[src/rtl/jk_mod_counter.sv]
// jk_mod_counter: modulo up/down counter whose state bits are JK flip-flops.
//
// Ports:
//   clk       rising-edge clock
//   rst_n     asynchronous active-low reset
//   clr       synchronous clear (highest priority)
//   load      synchronous parallel load of load_val
//   load_val  value written on load
//   en        count enable
//   up        direction: 1 = up, 0 = down
//   one_shot  1 = stop in DONE at the terminal event instead of wrapping
//   max_val   modulus minus one (count range 0..max_val)
//   q         registered count
//   q_bar     bitwise complement of q
//   tc        one-cycle pulse following each terminal event
//   running   FSM in RUN
//   done      FSM in DONE
module jk_mod_counter #(
  parameter int unsigned WIDTH = 4
) (
  input  logic             clk,
  input  logic             rst_n,
  input  logic             clr,
  input  logic             load,
  input  logic [WIDTH-1:0] load_val,
  input  logic             en,
  input  logic             up,
  input  logic             one_shot,
  input  logic [WIDTH-1:0] max_val,
  output logic [WIDTH-1:0] q,
  output logic [WIDTH-1:0] q_bar,
  output logic             tc,
  output logic             running,
  output logic             done
);

  typedef enum logic [1:0] {StIdle, StRun, StDone} state_e;

  state_e           state_q;
  logic [WIDTH-1:0] q_q, q_d;
  logic             tc_q;

  logic [WIDTH-1:0] tog;
  logic [WIDTH-1:0] j, k;
  logic [WIDTH-1:0] tgt;
  logic             step;
  logic             term;

  // Step and terminal detection; max_val/up/one_shot only matter when step is high.
  always_comb begin
    step = en && !clr && !load && (state_q != StDone);
    term = up ? (q_q >= max_val) : (q_q == '0);
  end

  // Ripple toggle enables: bit i toggles when all lower bits are 1 (up) or 0 (down).
  always_comb begin
    tog    = '0;
    tog[0] = 1'b1;
    for (int i = 1; i < int'(WIDTH); i++) begin
      tog[i] = tog[i-1] & (up ? q_q[i-1] : ~q_q[i-1]);
    end
  end

  // JK drive per bit. Forced values use J=v, K=~v; counting uses J=K=toggle; hold uses J=K=0.
  always_comb begin
    j   = '0;
    k   = '0;
    tgt = '0;
    if (clr) begin
      k = '1;
    end else if (load) begin
      j = load_val;
      k = ~load_val;
    end else if (step) begin
      if (term) begin
        if (!one_shot) begin
          tgt = up ? '0 : max_val;
          j   = tgt;
          k   = ~tgt;
        end
      end else begin
        j = tog;
        k = tog;
      end
    end
  end

  // Characteristic equation of a JK flip-flop: Q+ = J~Q | ~K Q.
  always_comb begin
    q_d = (j & ~q_q) | (~k & q_q);
  end

  always_ff @(posedge clk or negedge rst_n) begin
    if (!rst_n) begin
      q_q     <= '0;
      tc_q    <= 1'b0;
      state_q <= StIdle;
    end else begin
      q_q  <= q_d;
      tc_q <= step && term;
      if (clr || load) begin
        state_q <= StIdle;
      end else if (step) begin
        state_q <= (term && one_shot) ? StDone : StRun;
      end else if (state_q == StRun && !en) begin
        state_q <= StIdle;
      end
    end
  end

  assign q       = q_q;
  assign q_bar   = ~q_q;
  assign tc      = tc_q;
  assign running = (state_q == StRun);
  assign done    = (state_q == StDone);

endmodule

[config.mk]
export PLATFORM = sky130hd
export DESIGN_NAME = jk_mod_counter
export DESIGN_NICKNAME = d
export VERILOG_FILES = /design/src/rtl/jk_mod_counter.sv
export SDC_FILE = /design/constraint.sdc
export NUM_CORES = 1
export LEC_CHECK = 0
export ABC_AREA = 1
export CORE_MARGIN = 8
export CORE_UTILIZATION = 46
export CTS_CLUSTER_SIZE = 30
export DETAILED_ROUTE_END_ITERATION = 8
export PLACE_DENSITY_LB_ADDON = 0.2
export RECOVER_POWER = 100
export SLEW_MARGIN = 10
export SYNTH_ARGS = -nofsm -noshare
export SYNTH_HDL_FRONTEND = slang
export SYNTH_SLANG_ARGS = --single-unit
[constraint.sdc]
create_clock -name clk -period 3.3 [get_ports clk]
set_clock_uncertainty 0.15 [all_clocks]
set_input_delay 0.495 -clock clk [delete_from_list [all_inputs] [get_ports clk]]
set_output_delay 0.495 -clock clk [all_outputs]
set_load 0.05 [all_outputs]
**Yosys cells after proc, flatten, opt, wreduce, memory -nomap -nowiden**

Index checks and enable logic that the tools add are counted.
Widths: inputs -> output; s select.

- Order comparisons: 1
- Equality and inequality tests: 3
- Mux-type cells: 19
- Bitwise logic cells: 12
- Reduce and logical (&&, ||, !) cells: 12

Operators by type and width:

| operator | count |
|---|---|
| $mux 4 | 11 |
| $not 4->4 | 4 |
| $and 4x4->4 | 2 |
| $mux 2 | 4 |
| $logic_and 1x1->1 | 6 |
| $ge 4x4->1 | 1 |
| $logic_not 4->1 | 1 |
| $mux 1 | 4 |
| $or 4x4->4 | 1 |
| $logic_not 1->1 | 3 |
| $not 1->1 | 3 |
| $reduce_bool 3->1 | 1 |
| $and 1x1->1 | 2 |
| $eq 2x1->1 const B | 1 |
| $eq 2x2->1 const B | 1 |
| $ne 2x2->1 const B | 1 |
| $logic_or 1x1->1 | 1 |

- Register bits after elaboration: 7
- Input bits: 15
- Output and inout port bits: 11
- Word-level logic and storage cells: 50

**Logic depth before layout (Yosys ltp)**

- Depth after elaboration: 11
- Depth in mapped cells: 15
- Mapped depth without buffers: 15

**Worst setup path after synthesis**

OpenSTA, ideal clock, no wires.

- Path kind: reg2reg
- Start point: reg q_q[0] (netlist: q[0])
- End point: reg q_q[3] (netlist: q[3])
- Setup time: 0.121 ns
- Arrival: 1.974 ns
- Required time: 3.029 ns
- Path slack: 1.055 ns
- Cell stages (with the launch flop): 16
- Buffers on the path: 0
- Clock period less this slack: 2.245 ns
- Path through: dfrtp_1 inv_2 ha_1 inv_1 nand2_1 nand2_1 nand2_1 nand2_1 nand2_2 nand3_1 nand2_1 clkinv_1 nand2_1 nand2_1 nor2_1 nor2_1

- Longest elaborated chain between the ends: 11
- Elaborated cells on any way between the ends: 19
- Classes of those cells: 1 x order compare; 10 x mux; 7 x bitwise; 1 x reduce/logical

RTL lines:

| what | line | text |
|---|---|---|
| from (decl) | 40 | `logic [WIDTH-1:0] q_q, q_d;` |
| from (signal assigned) | 99 | `q_q <= q_d;` |
| branches (longest 10 deep; another with $ge 4x4->1) | n/a |  |
| $or 4x4->4 (*) | 90 | `q_d = (j & ~q_q) \| (~k & q_q);` |
| net q_d[3] | 40 |  |

Mark *: on every way through the listed nets, which the timed path passes.
A chain may end at the register's enable or synchronous reset.

**Worst setup path after layout**

- Start point: in max_val[3]
- End point: reg q_q[1] (netlist: q[1])

- Longest elaborated chain between the ends: 9
- Elaborated cells on any way between the ends: 14
- Classes of those cells: 1 x order compare; 9 x mux; 4 x bitwise

RTL lines:

| what | line | text |
|---|---|---|
| from (decl) | 29 | `input logic [WIDTH-1:0] max_val,` |
| $ge 4x4->1 (*) | 52 | `term = up ? (q_q >= max_val) : (q_q == '0);` |
| $mux 1 (*) | 52 |  |
| $mux 4 | 75 | `if (term) begin` |
| $mux 4 | 74 | `end else if (step) begin` |
| $mux 4 | 71 | `end else if (load) begin` |
| $mux 4 | 69 | `if (clr) begin` |
| $not 4->4 | 90 |  |
| $and 4x4->4 | 90 |  |
| $or 4x4->4 (*) | 90 |  |
| net q_d[1] | 40 |  |

Mark *: on every way through the listed nets, which the timed path passes. The rest lies on a longest branch.

==> qor.yml <==
critical_path:
  critPathBufInv: 2
  reg2regPathDepth: 10
  critPathArrivalTime_ns: 2.45
  critPathCaptureType: "flop"
  crit_path_frequent_cell: "nand2_1"
  critical_path.top_delay_family: "simple AND/OR/NAND/NOR gates"
  crit_type: "input port to flop"
  cp_cell_sequence: "dlygate4sd3_1, inv_1, ha_1, nand2_1, nor3b_1, nand2_1, nand3_1, nand2_2, nand2_1, nand2_1, nor2_1, nor2_1"
  path_max_fanout: 7
  start_kind: "input port"
  cp_slowest_cell: "dlygate4sd3_1"
  worstSetupPathDepth: 12
  required_ns: 3.29
  slowest_delay_ns: 0.56
final_layout:
  mostFrequentLayoutCell: "nand2_1"
  area_delta_synth_final_pct: 40.5
  n_antenna_cell: 0
  final_util: 0.671
  fin_nets: 158
  final_cell_mix: "29 x nand2_1, 15 x inv_1, 13 x nor2_1, 13 x dlygate4sd3_1, 12 x clkdlybuf4s50_1"
  drive_gt1_frac: 0.0942
clock_network:
  cts_tree: "built"
  h-tree-depth: 1
  holdBufCountCts: 0
  cts_resized: 0
  post_cts_buffers: 0
  clock_path_buffers: 2
  clk_pin_slew_ns: 0.05
  worstSkewPairLatency_ns: 0.25
  clock-root-buffer: "clkbuf_4"
  cts_buffers: 3
  cts.sinks: 7
grt:
  antenna_found_initial: 0
  grt_max_degree: 9
  grt_pass1_wl_microns: 3110
  grt_overflow: 0
  grt_util_all_layers: 0.143
  grt_pass1_vias: 741
pwr:
  p_leak_nw: 0.501
  p_clk_frac: 0.241
  p_sw_w: 0.000131
  netSwitchingFraction: 0.408
  peakVddDrop_uv: 261
  intPower_w: 0.000190
  seqPwrFrac: 0.308
  comb_power_share: 0.451
  power.density_nw_per_um2: 328
floorplanning:
  dieArea_sq_um: 3010
  initial_core_util: 0.478
  die_h_microns: 54.9
  rows: 14
  die_width_microns: 54.9
  ioPinCount: 26
  core_area_sq_um: 1450
synth:
  ys_ff_latch: 7
  avgSynthCellArea_sq_um: 6.37
  synthCells: 109
  syn_area_sq_um: 694
  syn-num-nets: 128
  ys_types: 23
  yosysWarningCount: 0
  yosysSeqAreaShare: 0.252
job:
  drv_cap: 0
timing:
  hold_violations: 0
  timing.slew.headroom: 0.653
  setup-violations-final: 0
  finalMaxSlewViolations: 0
  clock.fmax_mhz: 407
  period_needed_ns: 2.46
  rsz0062_at_grt: "false"
  period_share: 0.744
  fin_tns_setup_ns: 0
  tightest_slew_ns: 0.519
place:
  place_hpwl_microns: 1590
  port_buffers: 25
  gp_congestion: 0.920
detailed_routing:
  dr.pass1.iters: 4
  wl_per_cell_microns: 12.3
  finalWirelength_microns: 1890
  drt_iter0_drc: 16
  via_per_inst: 5.15
  postRouteAntennaNets: 0
  drc: 0
  num_vias: 793
hold_path:
  hp-class: "flop to flop"
  holdPathStages: 2
run_status:
  status: "finished, final reports clean"
==> Yosys cell counts (all sizes together) <==
master  count  area (sq um)
a21boi      1          7.51
a21oi       3          22.5
clkinv      2          7.51
dfrtp       7           175
ha          4          50.1
inv        18          67.6
nand2      31           126
nand3      11          60.1
nand3b      1          7.51
nand4       3          18.8
nor2       14          55.1
nor3b       1          12.5
o21ai      10          61.3
o31ai       1          7.51
or2         1          6.26
xnor2       1          8.76
==> worst register-to-register path, stage by stage, from the launching register on <==
cell and delay, ns:
dfrtp_1 0.43, ha_1 0.31, nand2_1 0.06, nor3b_1 0.20, nand2_1 0.19, nand3_1 0.21
nand2_2 0.08, nand2_1 0.07, nand2_1 0.04, nor2_1 0.11, nor2_1 0.05
==> state kept, by name, summed over array words and instances, names as in the netlist <==
signal and count:
q 4, tc 1, state_q 2
==> kinds of logic after synthesis <==
family | synth area share
AOI/OAI and AO/OA | 0.142
xor gates and xnor gates | 0.0126
adders and majority gates | 0.0721
buffers and inverters | 0.108
DFF | 0.252
and+or+nand+nor | 0.413
==> power groups by stage <==
stage / registers (W) / logic, W / clock network [W]
floorplan: 0.000115 / 0.0000828 / 0
global placement: 0.000100 / 0.000149 / 0
detailed placement: 0.000100 / 0.000152 / 0
CTS: 0.0000989 / 0.000153 / 0.0000812
global route: 0.0000998 / 0.000159 / 0.0000844
finish: 0.0000986 / 0.000145 / 0.0000773
==> metal layers <==
| metal | global-route usage | vias up | routed length, microns | share of wire |
|---|---|---|---|---|
| li1 | - | 409 | - | - |
| met1 | 0.168 | 345 | 801 | 0.42 |
| met2 | 0.238 | 35 | 889 | 0.47 |
| met3 | 0.0489 | 4 | 173 | 0.092 |
| met4 | 0.0492 | 0 | 23 | 0.012 |
| met5 | 0 | - | 0 | 0 |
==> metrics by stage <==
step	std cells	area, sq um	hold WS, ns	total power, W	setup slack (ns)
2_1_floorplan	109	694	0.0494	0.000197	1.05
3_3_place_gp	150	965	0.400	0.000249	0.914
3_5_place_dp	150	965	0.398	0.000252	0.848
4_1_cts	154	991	0.354	0.000333	0.987
5_1_grt	154	976	0.466	0.000343	0.675
6_report	154	976	0.407	0.000320	0.844
==> cell type report <==
cell class                      count  area (sq um)
Inverter                           20          75.1
Sequential cell                     7           175
Fill cell                         141           478
Clock buffer                        4          26.3
Tap cell                           16          20.0
Timing Repair Buffer               25           250
Multi-Input combinational cell     82           429
==> path summary, 6_finish.rpt <==
check | start | to | slack [ns]
worst min register to register | state_q[0] | state_q[0] | 0.41
worst min-delay path | state_q[0] | state_q[0] | 0.41
worst max-delay path | max_val[3] | q[1] | 0.84
max in group asynchronous | rst_n | state_q[1] | 2.33
worst max register to register | q[3] | q[1] | 1.27
min in group asynchronous | rst_n | tc | 0.43
No activity file was read; power rests on OpenSTA's default activity.
